**config.mk**
```make
export PLATFORM = sky130hd
export DESIGN_NAME = gray_counter
export DESIGN_NICKNAME = d
export VERILOG_FILES = /design/src/rtl/gray_counter.sv
export SDC_FILE = /design/constraint.sdc
export NUM_CORES = 1
export LEC_CHECK = 0
export BUFFER_PORTS_ARGS = -buffer_cell sky130_fd_sc_hd__buf_2
export CORE_MARGIN = 2
export CORE_UTILIZATION = 30
export DETAILED_ROUTE_END_ITERATION = 7
export PLACE_DENSITY = 0.61
export SLEW_MARGIN = 20
export SYNTH_ARGS = -nofsm -noshare
export SYNTH_HDL_FRONTEND = slang
export SYNTH_SLANG_ARGS = --single-unit
```
**constraint.sdc**
```tcl
create_clock -name clk -period 3.95 [get_ports clk]
set_clock_uncertainty 0.1 [all_clocks]
set_input_delay 0.79 -clock clk [delete_from_list [all_inputs] [get_ports clk]]
set_output_delay 0.79 -clock clk [all_outputs]
set_load 0.05 [all_outputs]
```
**src/rtl/gray_counter.sv**
```systemverilog
// Up/down binary counter with a registered Gray-code view, synchronous load and wrap pulse.
// Build option: define GRAY_COUNTER_SATURATE_EN to clamp at the limits instead of wrapping.
module gray_counter #(
  parameter int WIDTH = 4
) (
  input  logic             clk,
  input  logic             rst_n,
  input  logic             en,
  input  logic             up,
  input  logic             load,
  input  logic [WIDTH-1:0] load_val,
  output logic [WIDTH-1:0] bin_out,
  output logic [WIDTH-1:0] gray_out,
  output logic             wrap
);

  localparam logic [WIDTH-1:0] CNT_MAX = '1;
  localparam logic [WIDTH-1:0] CNT_ONE = WIDTH'(1);

  logic [WIDTH-1:0] r_cnt;
  logic [WIDTH-1:0] r_gray;
  logic             r_wrap;

  logic [WIDTH-1:0] w_next;
  logic [WIDTH-1:0] w_next_gray;
  logic             w_step;
  logic             w_at_limit;
  logic             w_wrap_next;

  // A step sitting on the limit in its own direction is a wrap (modulo build)
  // or a blocked step (saturating build); both raise the same pulse.
  always_comb begin
    w_step      = en & ~load;
    w_at_limit  = up ? (r_cnt == CNT_MAX) : (r_cnt == '0);
    w_wrap_next = w_step & w_at_limit;
  end

  always_comb begin
    w_next = r_cnt;
    if (load) begin
      w_next = load_val;
    end else if (en) begin
`ifdef GRAY_COUNTER_SATURATE_EN
      if (!w_at_limit) begin
        w_next = up ? (r_cnt + CNT_ONE) : (r_cnt - CNT_ONE);
      end
`else
      w_next = up ? (r_cnt + CNT_ONE) : (r_cnt - CNT_ONE);
`endif
    end
  end

  // Gray is computed from the next binary value so both registers update together.
  always_comb begin
    w_next_gray = w_next ^ (w_next >> 1);
  end

  always_ff @(posedge clk or negedge rst_n) begin
    if (!rst_n) begin
      r_cnt  <= '0;
      r_gray <= '0;
      r_wrap <= 1'b0;
    end else begin
      r_cnt  <= w_next;
      r_gray <= w_next_gray;
      r_wrap <= w_wrap_next;
    end
  end

  assign bin_out  = r_cnt;
  assign gray_out = r_gray;
  assign wrap     = r_wrap;

endmodule
```
==> flow_summary.toml, run 1 <==
[drt]
drtIter0Drc = 2
routed_via_density = 4.70
wirelength_um = 809
wl_per_cell_um = 10.6
drcViolationCount = 0
via_count = 357
first_pass_iters = 2
postRouteAntennaNets = 0

[timing]
finalHoldViolCount = 0
drv_slew = 0
worstMarginPinSlew_ns = 0.313
period_share_pct = 54.9
max-slew-margin-rel_pct = 79.0
min_period_ns = 2.17
finalSetupViolations = 0
max_freq_ghz = 0.461
tns_ns = 0
rsz0062_at_grt = "no"

[floorplan]
start_util_pct = 31.1
row_count = 14
die-height_um = 42.8
ioPinCount = 18
dieArea_mm2 = 0.00183
die_w_um = 42.8
core_mm2 = 0.00145

[placement]
gp_congestion = 0.741
hpwl_um = 650
numPortBuffers = 17

[power]
seqPwrFrac_pct = 36.0
switching_power_w = 0.000136
swShare_pct = 44.1
finalPower_w = 0.000307
power_per_cell_area_mw_per_mm2 = 544
p_int_w = 0.000172
power_frac_comb_pct = 44.4
cellLeakagePower_nw = 0.286
ir_drop_mv = 0.181
pwr-share-clk_pct = 19.7

[clock_tree]
cts_setup_buffers = 0
clock_latency_ns = 0.24
cts_sinks = 8
cts_buffers = 3
clkTransAtPathRegs_ns = 0.05
postCtsResizedCells = 0
cts_hold_buffers = 0
clockRootBuffer = "clkbuf_4"
cts_tree = "built"
cts_max_level = 1
clockBufferDepth = 2

[layout]
drive_gt1_share_pct = 35.0
syn2layout_area_growth_pct = 24.9
multi_input_area_um2 = 229
num-fill-cells = 158
seq_area_um2 = 200
final_nets = 74
antennaDiodeCount = 0

[critical_path]
arrival_ns = 2.19
startpoint = "up"
cp-start-kind = "input port"
path_max_fanout = 4
reg2reg_from = "bin_out[2]"
crit_type = "input port to flop"
endpoint_kind = "flop"
critPathRequiredTime_ns = 3.98

[synth]
synthTopCellsByArea = "dfrtp_1 44%, xnor2_1 7.8%, ha_1 5.5%"
yosysSeqAreaShare_pct = 44.3
yosys_most_used_dff = "dfrtp_1"
yosysWarnings = 0
syn-instance-count = 42
synth-seq-cells = 8
async_flop_share_pct = 100
synth.avg_cell_area_um2 = 10.8
synth_edf_count = 0
synth_top_area_share_pct = 44.3
yosysTopAreaCell = "dfrtp_1"
synthesis.area_um2 = 452
yosysMostFrequentCell = "dfrtp_1"
ys_types = 21
syn_nets = 54
ys_top_cells_by_count = "8 x dfrtp_1, 4 x xnor2_1, 3 x a21oi_1, 3 x nand2_1"

[global_route]
grt_pass1_vias = 312
antenna_found_initial = 0
overflow = 0
grt_first_pass_wirelength_mm = 1.34
grt_max_degree = 10
grt_use_total_pct = 9.99

[worst_hold_path]
hp-class = "input port to async pin"

[run_status]
status = "completed"

[run]
maxCapViolCount = 0
[final timing paths]
path,end,slack (ns),cells after the start
hold / removal,wrap,0.26,1
setup reg to reg,gray_out[2],2.12,5
min in group clk,wrap,0.51,2
setup / recovery,gray_out[2],1.78,7
hold reg to reg,wrap,0.51,2
max in group asynchronous,bin_out[1],3.32,1
[cell usage in the layout, fill, tap and decap left out]
cell type | synthesis | layout
buf_2 | 0 | 17
dfrtp_1 | 8 | 8
xnor2_1 | 4 | 4
nand2_1 | 3 | 3
a21oi_1 | 3 | 3
clkbuf_4 | 0 | 3
xor2_1 | 2 | 2
mux2i_1 | 2 | 2
nor2_1 | 2 | 2
inv_1 | 2 | 2
nand3_1 | 2 | 2
ha_1 | 2 | 2
o21ai_1 | 1 | 1
o21ai_0 | 1 | 1
or2b_1 | 1 | 1
a211oi_1 | 1 | 1
and4b_1 | 1 | 1
a22o_1 | 1 | 1
or3_4 | 1 | 1
and3_1 | 1 | 1
nor4_1 | 1 | 1
fa_1 | 1 | 1
[routing by layer]
metal	up-vias	GRT usage, %	share of wire [%]	wire length (um)
met5	-	0	0	0
met4	0	3.75	0	0
met3	0	5.11	5.7	46
met2	12	15.2	49	399
met1	163	12.0	45	364
li1	182	-	-	-
[sequential cells by signal, indices dropped and copies added (netlist names)]
register	flops
wrap	1
bin_out	4
gray_out	3
[power groups by stage]
stage | Clock [W] | Sequential (W) | Combinational [W]
final | 0.0000604 | 0.000110 | 0.000136
after global routing | 0.0000671 | 0.000113 | 0.000147
after CTS | 0.0000647 | 0.000111 | 0.000138
after detailed placement | 0 | 0.000112 | 0.000137
after global placement | 0 | 0.000112 | 0.000138
after floorplan | 0 | 0.000169 | 0.0000503
[per-stage QoR]
step                      instance area [um2]  hold WS [ns]  std cells  setup slack, ns  utilization, %
final                                     564         0.264         76             1.78            38.8
after global routing                      564         0.261         76             1.69            38.8
after CTS                                 564         0.262         76             1.78            38.8
after floorplan                           452         0.394         42             1.76               -
after detailed placement                  542         0.514         73             1.51            37.3
after global placement                    542         0.517         73             1.55            37.3
[final cells by class]
type	instances	area share, %
multi-input combinational	30	40.6
sequential	8	35.5
tap	16	3.55
inverter	2	1.33
timing repair buffer	17	15.1
clock buffer	3	3.99
[critical path, stage by stage]
cell	delay (ns)
buf_2	0.11
inv_1	0.09
ha_1	0.35
a21oi_1	0.21
a211oi_1	0.10
or3_4	0.39
xor2_1	0.14
[kinds of logic after synthesis]
group | Yosys count | share of synthesized area, %
simple gates | 12 | 15.5
xor+xnor | 6 | 11.6
compound gates | 7 | 9.14
mux | 2 | 4.43
flops | 8 | 44.3
buf+inv | 4 | 4.99
fa+ha+maj | 3 | 9.97
Power figures use the tool's default switching activity.
==> inputs of run 2 (changes only) <==
--- a/config.mk
+++ b/config.mk
@@ -9,7 +9,7 @@
 export CORE_MARGIN = 2
 export CORE_UTILIZATION = 30
 export DETAILED_ROUTE_END_ITERATION = 7
-export PLACE_DENSITY = 0.61
+export PLACE_DENSITY = 0.63
 export SLEW_MARGIN = 20
 export SYNTH_ARGS = -nofsm -noshare
 export SYNTH_HDL_FRONTEND = slang
==> constraint.sdc (replaced) <==
create_clock -name clk -period 1.94 [get_ports clk]
set_clock_uncertainty 0.1 [all_clocks]
set_input_delay 0.388 -clock clk [delete_from_list [all_inputs] [get_ports clk]]
set_output_delay 0.388 -clock clk [all_outputs]
set_load 0.05 [all_outputs]
==> run 2 against run 1 <==
  * Cell area up 6.9%
  * Worst hold slack improved by 0.047 ns
  * Clock power rose by 130%
  * Via count increased by 4.5%
==> flow_summary.toml, run 2 (synthesis gave the netlist of run 1 again) <==
[run_status]
status = "completed"

[layout]
syn2layout_area_growth_pct = 33.5
drive_gt1_share_pct = 40.0
final_nets = 78
antennaDiodeCount = 0
final_common_cell = "buf_2"
largest_reg_flops = 4
instances_no_fill = 81
final_cell_mix = "17 x buf_2, 6 x dfrtp_1, 4 x xnor2_1"

[placement]
gp_congestion = 0.705
placed_cells = 76
numPortBuffers = 17
hpwl_um = 713

[global_route]
grt_use_total_pct = 11.0
grt_first_pass_wirelength_mm = 1.40
grt_pass1_vias = 346
grt_max_degree = 10
overflow = 0
antenna_found_initial = 0

[floorplan]
ioPinCount = 18
core_mm2 = 0.00145
row_count = 14
dieArea_mm2 = 0.00183
die_w_um = 42.8
die-height_um = 42.8
start_util_pct = 31.1

[clock_tree]
clockRootBuffer = "clkbuf_4"
cts_tree = "built"
postCtsResizedCells = 0
clockBufferDepth = 2
cts_buffers = 3
cts_hold_buffers = 1
cts_max_level = 1
clock_latency_ns = 0.26
clkTransAtPathRegs_ns = 0.06
cts_setup_buffers = 0
cts_sinks = 8

[timing]
finalHoldViolCount = 0
max-slew-margin-rel_pct = 81.9
min_period_ns = 1.81
rsz0062_at_grt = "no"
worstMarginPinSlew_ns = 0.268
period_share_pct = 93.4
drv_slew = 0
finalSetupViolations = 0
max_freq_ghz = 0.552

[power]
finalPower_w = 0.000654
p_int_w = 0.000370
pwr-share-clk_pct = 20.8
power_frac_comb_pct = 44.7
seqPwrFrac_pct = 34.5
ir_drop_mv = 0.329
cellLeakagePower_nw = 0.304
power_per_cell_area_mw_per_mm2 = 1090
switching_power_w = 0.000285
swShare_pct = 43.5

[critical_path]
endpoint_kind = "flop"
reg2reg_from = "bin_out[2]"
critPathRequiredTime_ns = 1.97
crit_type = "flop to flop"
path_max_fanout = 5
r2r-end = "gray_out[2]"
cp-start-kind = "flop"
reg2reg_depth = 5
arrival_ns = 1.85
regToRegSetupSlack_ns = 0.13

[drt]
wl_per_cell_um = 10.7
drtIter0Drc = 7
drcViolationCount = 0
first_pass_iters = 2
wirelength_um = 870
postRouteAntennaNets = 0
routed_via_density = 4.60
via_count = 373

[worst_hold_path]
hp-class = "input port to flop"
min-delay-start = "load_val[0]"
holdPathStages = 3
hold_end = "bin_out[0]"

[run]
maxCapViolCount = 0
[run 2: cell types whose count changed in the layout (fill, tap and decap cells not counted), sizes merged]
cell and change:
buf +3, clkbuf +1, dlygate4sd3 +1
[run 2: per-stage QoR]
step / setup TNS, ns / worst slack [ns] / util, % / area (um2) / hold WS [ns]
2_1_floorplan: 0 / 0.00689 / - / 454 / -0.00759
3_3_place_gp: -0.0264 / -0.0264 / 39.0 / 567 / 0.133
3_5_place_dp: -0.0523 / -0.0523 / 39.0 / 567 / 0.138
4_1_cts: 0 / 0.119 / 41.5 / 603 / 0.306
5_1_grt: 0 / 0.0382 / 41.5 / 603 / 0.335
6_report: 0 / 0.128 / 41.5 / 603 / 0.311
[run 2: worst max-delay path by stage]
stage,start,endpoint,depth (start not counted)
2_1_floorplan,bin_out[1],gray_out[2],5
3_3_place_gp,up,gray_out[2],7
3_5_place_dp,up,gray_out[2],7
4_1_cts,bin_out[2],gray_out[2],5
5_1_grt,bin_out[2],gray_out[2],5
6_report,bin_out[2],gray_out[2],5
[run 2: power groups by stage]
stage | Clock [W] | Combinational, W | Sequential (W)
after detailed placement | 0 | 0.000293 | 0.000229
after global routing | 0.000151 | 0.000312 | 0.000230
after floorplan | 0 | 0.000102 | 0.000346
final | 0.000136 | 0.000293 | 0.000226
after CTS | 0.000143 | 0.000296 | 0.000226
after global placement | 0 | 0.000290 | 0.000229
[run 2: final cells by class]
class / instances / area (um2)
clock buffer: 4 / 26.3
fill: 155 / 851
inverter: 2 / 7.51
multi-input combinational: 30 / 229
sequential: 8 / 203
tap: 16 / 20.0
timing repair buffer: 21 / 118
[run 2: critical path, cell delays in order, from the launching register on]
cell and delay, ns:
dfrtp_2 0.43, ha_1 0.32, a21oi_1 0.19, a211oi_1 0.10, or3_4 0.40, xor2_1 0.15
[run 2: layer usage]
| layer | wire [um] | vias up | share of wire, % | track usage [%] |
|---|---|---|---|---|
| li1 | - | 191 | - | - |
| met1 | 391 | 164 | 45 | 11.1 |
| met2 | 390 | 16 | 45 | 17.3 |
| met3 | 73 | 2 | 8.4 | 4.68 |
| met4 | 14 | 0 | 1.6 | 9.38 |
| met5 | 0 | - | 0 | 0 |
